File: config.mk
export PLATFORM = sky130hd
export DESIGN_NAME = fpga_ram_initiator
export DESIGN_NICKNAME = d
export VERILOG_FILES = /design/src/rtl/fpga_ram_pkg.sv /design/src/rtl/fpga_resp_fifo.sv /design/src/rtl/fpga_ram_initiator.sv
export SDC_FILE = /design/constraint.sdc
export NUM_CORES = 1
export LEC_CHECK = 0
export BUFFER_PORTS_ARGS = -buffer_cell sky130_fd_sc_hd__buf_2
export CAP_MARGIN = 20
export CORE_ASPECT_RATIO = 0.9
export CORE_MARGIN = 5
export CORE_UTILIZATION = 40
export DETAILED_ROUTE_END_ITERATION = 12
export HOLD_SLACK_MARGIN = 0.02
export PLACE_DENSITY = 0.64
export SLEW_MARGIN = 25
export SYNTH_ARGS = -nofsm -noshare
export SYNTH_HDL_FRONTEND = slang
export SYNTH_SLANG_ARGS = --single-unit
File: constraint.sdc
create_clock -name clk_i -period 2.2 [get_ports clk_i]
set_clock_uncertainty 0.05 [all_clocks]
set_input_delay 0.66 -clock clk_i [delete_from_list [all_inputs] [get_ports clk_i]]
set_output_delay 0.66 -clock clk_i [all_outputs]
set_load 0.02 [all_outputs]
File: src/rtl/fpga_ram_pkg.sv
// Shared types and constants for the req/gnt to single-port SRAM bank initiator.
package fpga_ram_pkg;

  localparam logic [3:0] BE_ALL           = 4'hF;
  localparam int         MAX_READ_LATENCY = 2;

  typedef struct packed {
    logic [31:0] rdata;
    logic        is_write;
  } resp_t;

  typedef struct packed {
    logic valid;
    logic is_write;
  } pipe_t;

endpackage

File: src/rtl/fpga_resp_fifo.sv
// Response FIFO with a registered storage array; the head entry is read straight from it.
module fpga_resp_fifo #(
  parameter  int DEPTH = 4,
  parameter  int WIDTH = 33,
  localparam int CW    = $clog2(DEPTH + 1)
) (
  input  logic             clk_i,
  input  logic             rst_ni,
  input  logic             push_i,
  input  logic [WIDTH-1:0] data_i,
  input  logic             pop_i,
  output logic [WIDTH-1:0] data_o,
  output logic             full_o,
  output logic             empty_o,
  output logic [CW-1:0]    count_o
);

  localparam int PW = (DEPTH > 1) ? $clog2(DEPTH) : 1;

  logic [WIDTH-1:0] mem_q [DEPTH];
  logic [PW-1:0]    wptr_q, rptr_q;
  logic [CW-1:0]    cnt_q;
  logic             pop_ok;

  function automatic logic [PW-1:0] ptr_inc(input logic [PW-1:0] p);
    return (p == PW'(DEPTH - 1)) ? '0 : p + 1'b1;
  endfunction

  assign pop_ok  = pop_i & ~empty_o;
  assign data_o  = mem_q[rptr_q];
  assign empty_o = (cnt_q == '0);
  assign full_o  = (cnt_q == CW'(DEPTH));
  assign count_o = cnt_q;

  // Storage is cleared on reset so no stale entry can surface afterwards.
  always_ff @(posedge clk_i or negedge rst_ni) begin
    if (!rst_ni) begin
      wptr_q <= '0;
      rptr_q <= '0;
      cnt_q  <= '0;
      for (int i = 0; i < DEPTH; i++) mem_q[i] <= '0;
    end else begin
      if (push_i) begin
        mem_q[wptr_q] <= data_i;
        wptr_q        <= ptr_inc(wptr_q);
      end
      if (pop_ok) rptr_q <= ptr_inc(rptr_q);
      case ({push_i, pop_ok})
        2'b10:   cnt_q <= cnt_q + 1'b1;
        2'b01:   cnt_q <= cnt_q - 1'b1;
        default: cnt_q <= cnt_q;
      endcase
    end
  end

endmodule

File: src/rtl/fpga_ram_initiator.sv
// Bridges a req/gnt/rvalid/rready port onto one private SRAM bank with fixed read latency,
// keeping every response in order and buffered so the consumer may stall.
module fpga_ram_initiator
  import fpga_ram_pkg::*;
#(
  parameter int ADDR_WIDTH   = 12,
  parameter int READ_LATENCY = 1,
  parameter int RESP_DEPTH   = 4
) (
  input  logic                  clk_i,
  input  logic                  rst_ni,
  input  logic                  req_i,
  output logic                  gnt_o,
  input  logic [ADDR_WIDTH-1:0] addr_i,
  input  logic                  wen_i,
  input  logic [3:0]            be_i,
  input  logic [31:0]           wdata_i,
  output logic                  rvalid_o,
  input  logic                  rready_i,
  output logic [31:0]           rdata_o,
  output logic                  mem_csn_o,
  output logic                  mem_wen_o,
  output logic [3:0]            mem_be_o,
  output logic [ADDR_WIDTH-1:0] mem_addr_o,
  output logic [31:0]           mem_wdata_o,
  input  logic [31:0]           mem_rdata_i
);

  localparam int CW = $clog2(RESP_DEPTH + 1);

  if (READ_LATENCY < 1 || READ_LATENCY > MAX_READ_LATENCY ||
      RESP_DEPTH < READ_LATENCY + 2) begin : g_param_err
    $error("fpga_ram_initiator: illegal READ_LATENCY/RESP_DEPTH combination");
  end

  logic                  init_q;
  logic [CW-1:0]         out_q, out_d;
  pipe_t [READ_LATENCY:1] pipe_q;
  logic [ADDR_WIDTH-1:0] addr_q;
  logic [31:0]           wdata_q;
  logic                  pop, push;
  resp_t                 push_data, head;
  logic                  fifo_full, fifo_empty;
  logic [CW-1:0]         fifo_count;

  // The outstanding cap bounds FIFO occupancy, so the FIFO itself never needs overflow protection.
  assign gnt_o = req_i & init_q & (out_q < CW'(RESP_DEPTH));
  assign pop   = rvalid_o & rready_i;

  always_comb begin
    mem_csn_o   = ~gnt_o;
    mem_wen_o   = 1'b1;
    mem_be_o    = '0;
    mem_addr_o  = addr_q;
    mem_wdata_o = wdata_q;
    if (gnt_o) begin
      mem_wen_o   = wen_i;
      mem_be_o    = wen_i ? BE_ALL : be_i;
      mem_addr_o  = addr_i;
      mem_wdata_o = wdata_i;
    end
  end

  always_comb begin
    out_d = out_q;
    case ({gnt_o, pop})
      2'b10:   out_d = out_q + 1'b1;
      2'b01:   out_d = out_q - 1'b1;
      default: out_d = out_q;
    endcase
  end

  always_ff @(posedge clk_i or negedge rst_ni) begin
    if (!rst_ni) begin
      init_q  <= 1'b0;
      out_q   <= '0;
      pipe_q  <= '0;
      addr_q  <= '0;
      wdata_q <= '0;
    end else begin
      init_q    <= 1'b1;
      out_q     <= out_d;
      pipe_q[1] <= '{valid: gnt_o, is_write: ~wen_i};
      for (int i = 2; i <= READ_LATENCY; i++) pipe_q[i] <= pipe_q[i-1];
      if (gnt_o) begin
        addr_q  <= addr_i;
        wdata_q <= wdata_i;
      end
    end
  end

  assign push      = pipe_q[READ_LATENCY].valid;
  assign push_data = '{rdata:    pipe_q[READ_LATENCY].is_write ? 32'h0 : mem_rdata_i,
                       is_write: pipe_q[READ_LATENCY].is_write};

  fpga_resp_fifo #(
    .DEPTH (RESP_DEPTH),
    .WIDTH ($bits(resp_t))
  ) u_resp_fifo (
    .clk_i   (clk_i),
    .rst_ni  (rst_ni),
    .push_i  (push),
    .data_i  (push_data),
    .pop_i   (pop),
    .data_o  (head),
    .full_o  (fifo_full),
    .empty_o (fifo_empty),
    .count_o (fifo_count)
  );

  assign rvalid_o = ~fifo_empty;
  assign rdata_o  = (rvalid_o & ~head.is_write) ? head.rdata : 32'h0;

  a_no_push_full: assert property (@(posedge clk_i) disable iff (!rst_ni) !(push && fifo_full));
  a_cnt_bounded:  assert property (@(posedge clk_i) disable iff (!rst_ni) fifo_count <= out_q);

endmodule

==> run_results.csv <==
group,metric,value,unit
timing,period_share,122,%
yosys,ys_seq_area_share,56.5,%
timing,rsz0062_at_grt,"true",
clock_network,insertion_delay,0.43,ns
yosys,yosys.area.top_type_share,56.5,%
drt,dr.pass1.iters,4,
yosys,yosysMostFrequentCell,"dfrtp_1",
clock_network,clockBufferDepth,2,
floorplanning,die_y,147,um
timing,setup_slack,-0.488,ns
worst_setup_path,cp-end-kind,"output pin",
clock_network,clock_sinks,189,
drt,drtIter0Drc,323,
floorplanning,ios,169,
placement,post-dp-hpwl,13.7,mm
placement,pre_cts_ws,-0.253,ns
global_route,grt.overflow.total,0,
timing,fmax,372,MHz
yosys,ys_top_cells_by_area,"dfrtp_1 (56%), mux2_2 (11%), o21ai_0 (7.8%)",
layout,drive_gt1_share,41.2,%
power,finalPower,20.1,mW
drt,ant_nets,0,
worst_setup_path,cpMostUsedCell,"buf_12",
worst_setup_path,crit_type,"flop to output pin",
yosys,ys.flop_type,"dfrtp_1",
worst_setup_path,crit_buf_inv,3,
floorplanning,initial_core_util,40.4,%
layout,syn_to_final_growth,41.6,%
clock_network,numCtsBuffers,17,
global_route,grtUsageTotal,18.6,%
status,violations,"setup timing",
yosys,async_flop_share,100,%
floorplanning,core.rowCount,50,
hold_path,min-delay-path-class,"input port to async pin",
yosys,ys_ff_latch,189,
yosys,netlist_top_cells_count,"dfrtp_1 (189), nand2_1 (168), o21ai_0 (130), mux2_2 (80), mux2i_1 (36)",
floorplanning,dieWidth,162,um
yosys,synth_edf_count,0,
yosys,yosys.area_share.simple,10.9,%
timing,setup_violations,84,
worst_setup_path,critical-path-top-delay-family,"flip-flops",
clock_network,clkTransAtPathRegs,0.07,ns
worst_setup_path,crit_path_cell_trace,"mux2i_4 -> nand2_4 -> buf_12 -> buf_12 -> o32ai_4 -> buf_6",
layout,multi_input_area,0.00388,mm2
floorplanning,core,0.0207,mm2
status,status,"finished with violations",
yosys,synth_xor_area_share,0.628,%
drt,wl_per_cell,17.4,um
timing,hold_viol,0,
worst_setup_path,cp.arrival,1.98,ns
timing,finalMaxSlewViolations,0,
yosys,synth.avg_cell_area,10.9,um2
power,ir_drop,902,uV
yosys,synth-compound-area-share,11.1,%
yosys,netlist_area,0.00837,mm2
layout,diodes,0,
yosys,yosysTopAreaCell,"dfrtp_1",
yosys,synthMuxAreaShare,15.4,%
timing,hold_ws,0.0967,ns
worst_setup_path,start_kind,"flop",
global_route,grt_pass1_vias,6615,
global_route,grt_pass1_wl,35.2,mm
yosys,synthAdderAreaFrac,1.52,%
layout,fillCellCount,1689,
yosys,yosys_warnings,0,
yosys,synth_top_family_by_area,"multiplexers",
power,p_per_area,1690,mW/mm2
clock_network,h-tree-depth,4,
power,p_leak,5.48,nW
worst_setup_path,slowest_delay,0.46,ns
worst_setup_path,crit_fanout,8,
drt,routed-via-count,6205,
clock_network,ctsHoldBuffers,0,
placement,place_congestion,0.750,
layout,fin_cells,1260,
yosys,synth_cell_types,25,
clock_network,root_buffer,"clkbuf_16",
placement,place_inst,1205,
yosys,synthesis.nets,863,
worst_setup_path,cp_data_required_time,1.49,ns
timing,min_period,2.69,ns
placement,port_buffers,168,
layout,nets,1055,
global_route,grt_max_degree,55,
clock_network,cts_tree,"done",
floorplanning,design.die.area,0.0239,mm2
drt,drc_errors,0,
worst_setup_path,critPathSlowestCell,"dfrtp_4",
drt,vias_per_cell,4.92,
yosys,postSynthCellCount,769,
drt,wl,21.9,mm
layout,seqCellArea,0.00473,mm2
layout,post-route-util,57.3,%
global_route,antenna_found_initial,1,
run,drv_cap,0,
layout make-up:
cell class,instances,area share [%]
Clock buffer,17,3.59
Clock inverter,15,1.68
Inverter,11,0.390
Multi-Input combinational cell,512,32.7
Sequential cell,189,39.9
Tap cell,286,3.02
Timing Repair Buffer,230,18.7
metal layers:
layer | wire length (um) | vias up | track usage (%)
met2 | 10600 | 162 | 30.9
met3 | 1460 | 19 | 6.09
li1 | - | 3027 | -
met5 | 13 | - | 0
met4 | 252 | 2 | 4.27
met1 | 9590 | 2995 | 23.7
worst paths after layout:
kind,cells past startpoint,start,slack (ns),endpoint
max,6,u_resp_fifo.rptr_q[1],-0.49,rdata_o[31]
min,1,rst_ni,0.1,u_resp_fifo.mem_q[5]
max reg2reg,11,out_q[2],0.03,out_q[2]
min reg2reg,2,u_resp_fifo.mem_q[73],0.43,u_resp_fifo.mem_q[73]
max in group asynchronous,2,rst_ni,1.39,u_resp_fifo.wptr_q[1]
min in group clk_i,2,addr_i[8],0.43,addr_q[8]
logic make-up (layout without fill, tap and decap cells):
family | after synthesis | count (layout)
other cells | 1 | 1
fa+ha+maj | 9 | 9
xor+xnor | 6 | 6
mux | 118 | 118
buf+inv | 68 | 273
compound gates | 162 | 162
simple gates | 216 | 216
flops | 189 | 189
report_power, final:
| part | switching [mW] | internal (mW) |
|---|---|---|
| Clock | 1.52 | 1.65 |
| Sequential | 0.819 | 5.17 |
| Combinational | 5.47 | 5.45 |
cells in the final DEF, fill, tap and decap left out, types with 2 or more instances in the layout:
master     Yosys  final
buf_12         0     19
buf_16         0      5
buf_2         18     84
buf_4          4     35
buf_6          4     81
buf_8          0      4
clkbuf_16      0     18
clkinv_8       0      5
dfrtp_1      189    187
ha_1           7      6
inv_1         11      9
inv_6          0      4
inv_8          0      4
mux2_2        80     71
mux2_4         2     11
mux2i_1       36     34
nand2_1      168    157
nand2_2        0     10
nand2b_1      32     32
nor2_1        11      7
nor2_4         0      4
o21ai_0      130    130
o32ai_2        0     13
o32ai_4        0     18
xnor2_1        2      2
xor2_1         4      4
registers in the layout, summed over array words and instances, names as in the netlist:
| name | cells |
|---|---|
| u_resp_fifo.mem_q | 132 |
| wdata_q | 32 |
| addr_q | 12 |
| out_q | 3 |
| u_resp_fifo.count_o | 3 |
| u_resp_fifo.rptr_q | 2 |
| u_resp_fifo.wptr_q | 2 |
| init_q | 1 |
| pipe_q | 1 |
| push | 1 |
per-stage QoR:
stage | TNS (ns) | cell area, um2
floorplan | -1.76 | 8370
global placement | -11.15 | 9780
detailed placement | -12.35 | 9780
CTS | -34.65 | 11600
global route | -37.02 | 11900
finish | -30.82 | 11900
what timing repair did:
item	in CTS	in global routing
hold endpoints to repair	0	0
cloned	8	1
gates resized for setup	216	60
pin swaps	21	15
endpoints found under the setup margin	84	86
buffers inserted	11	7
Power figures use the tool's default switching activity.
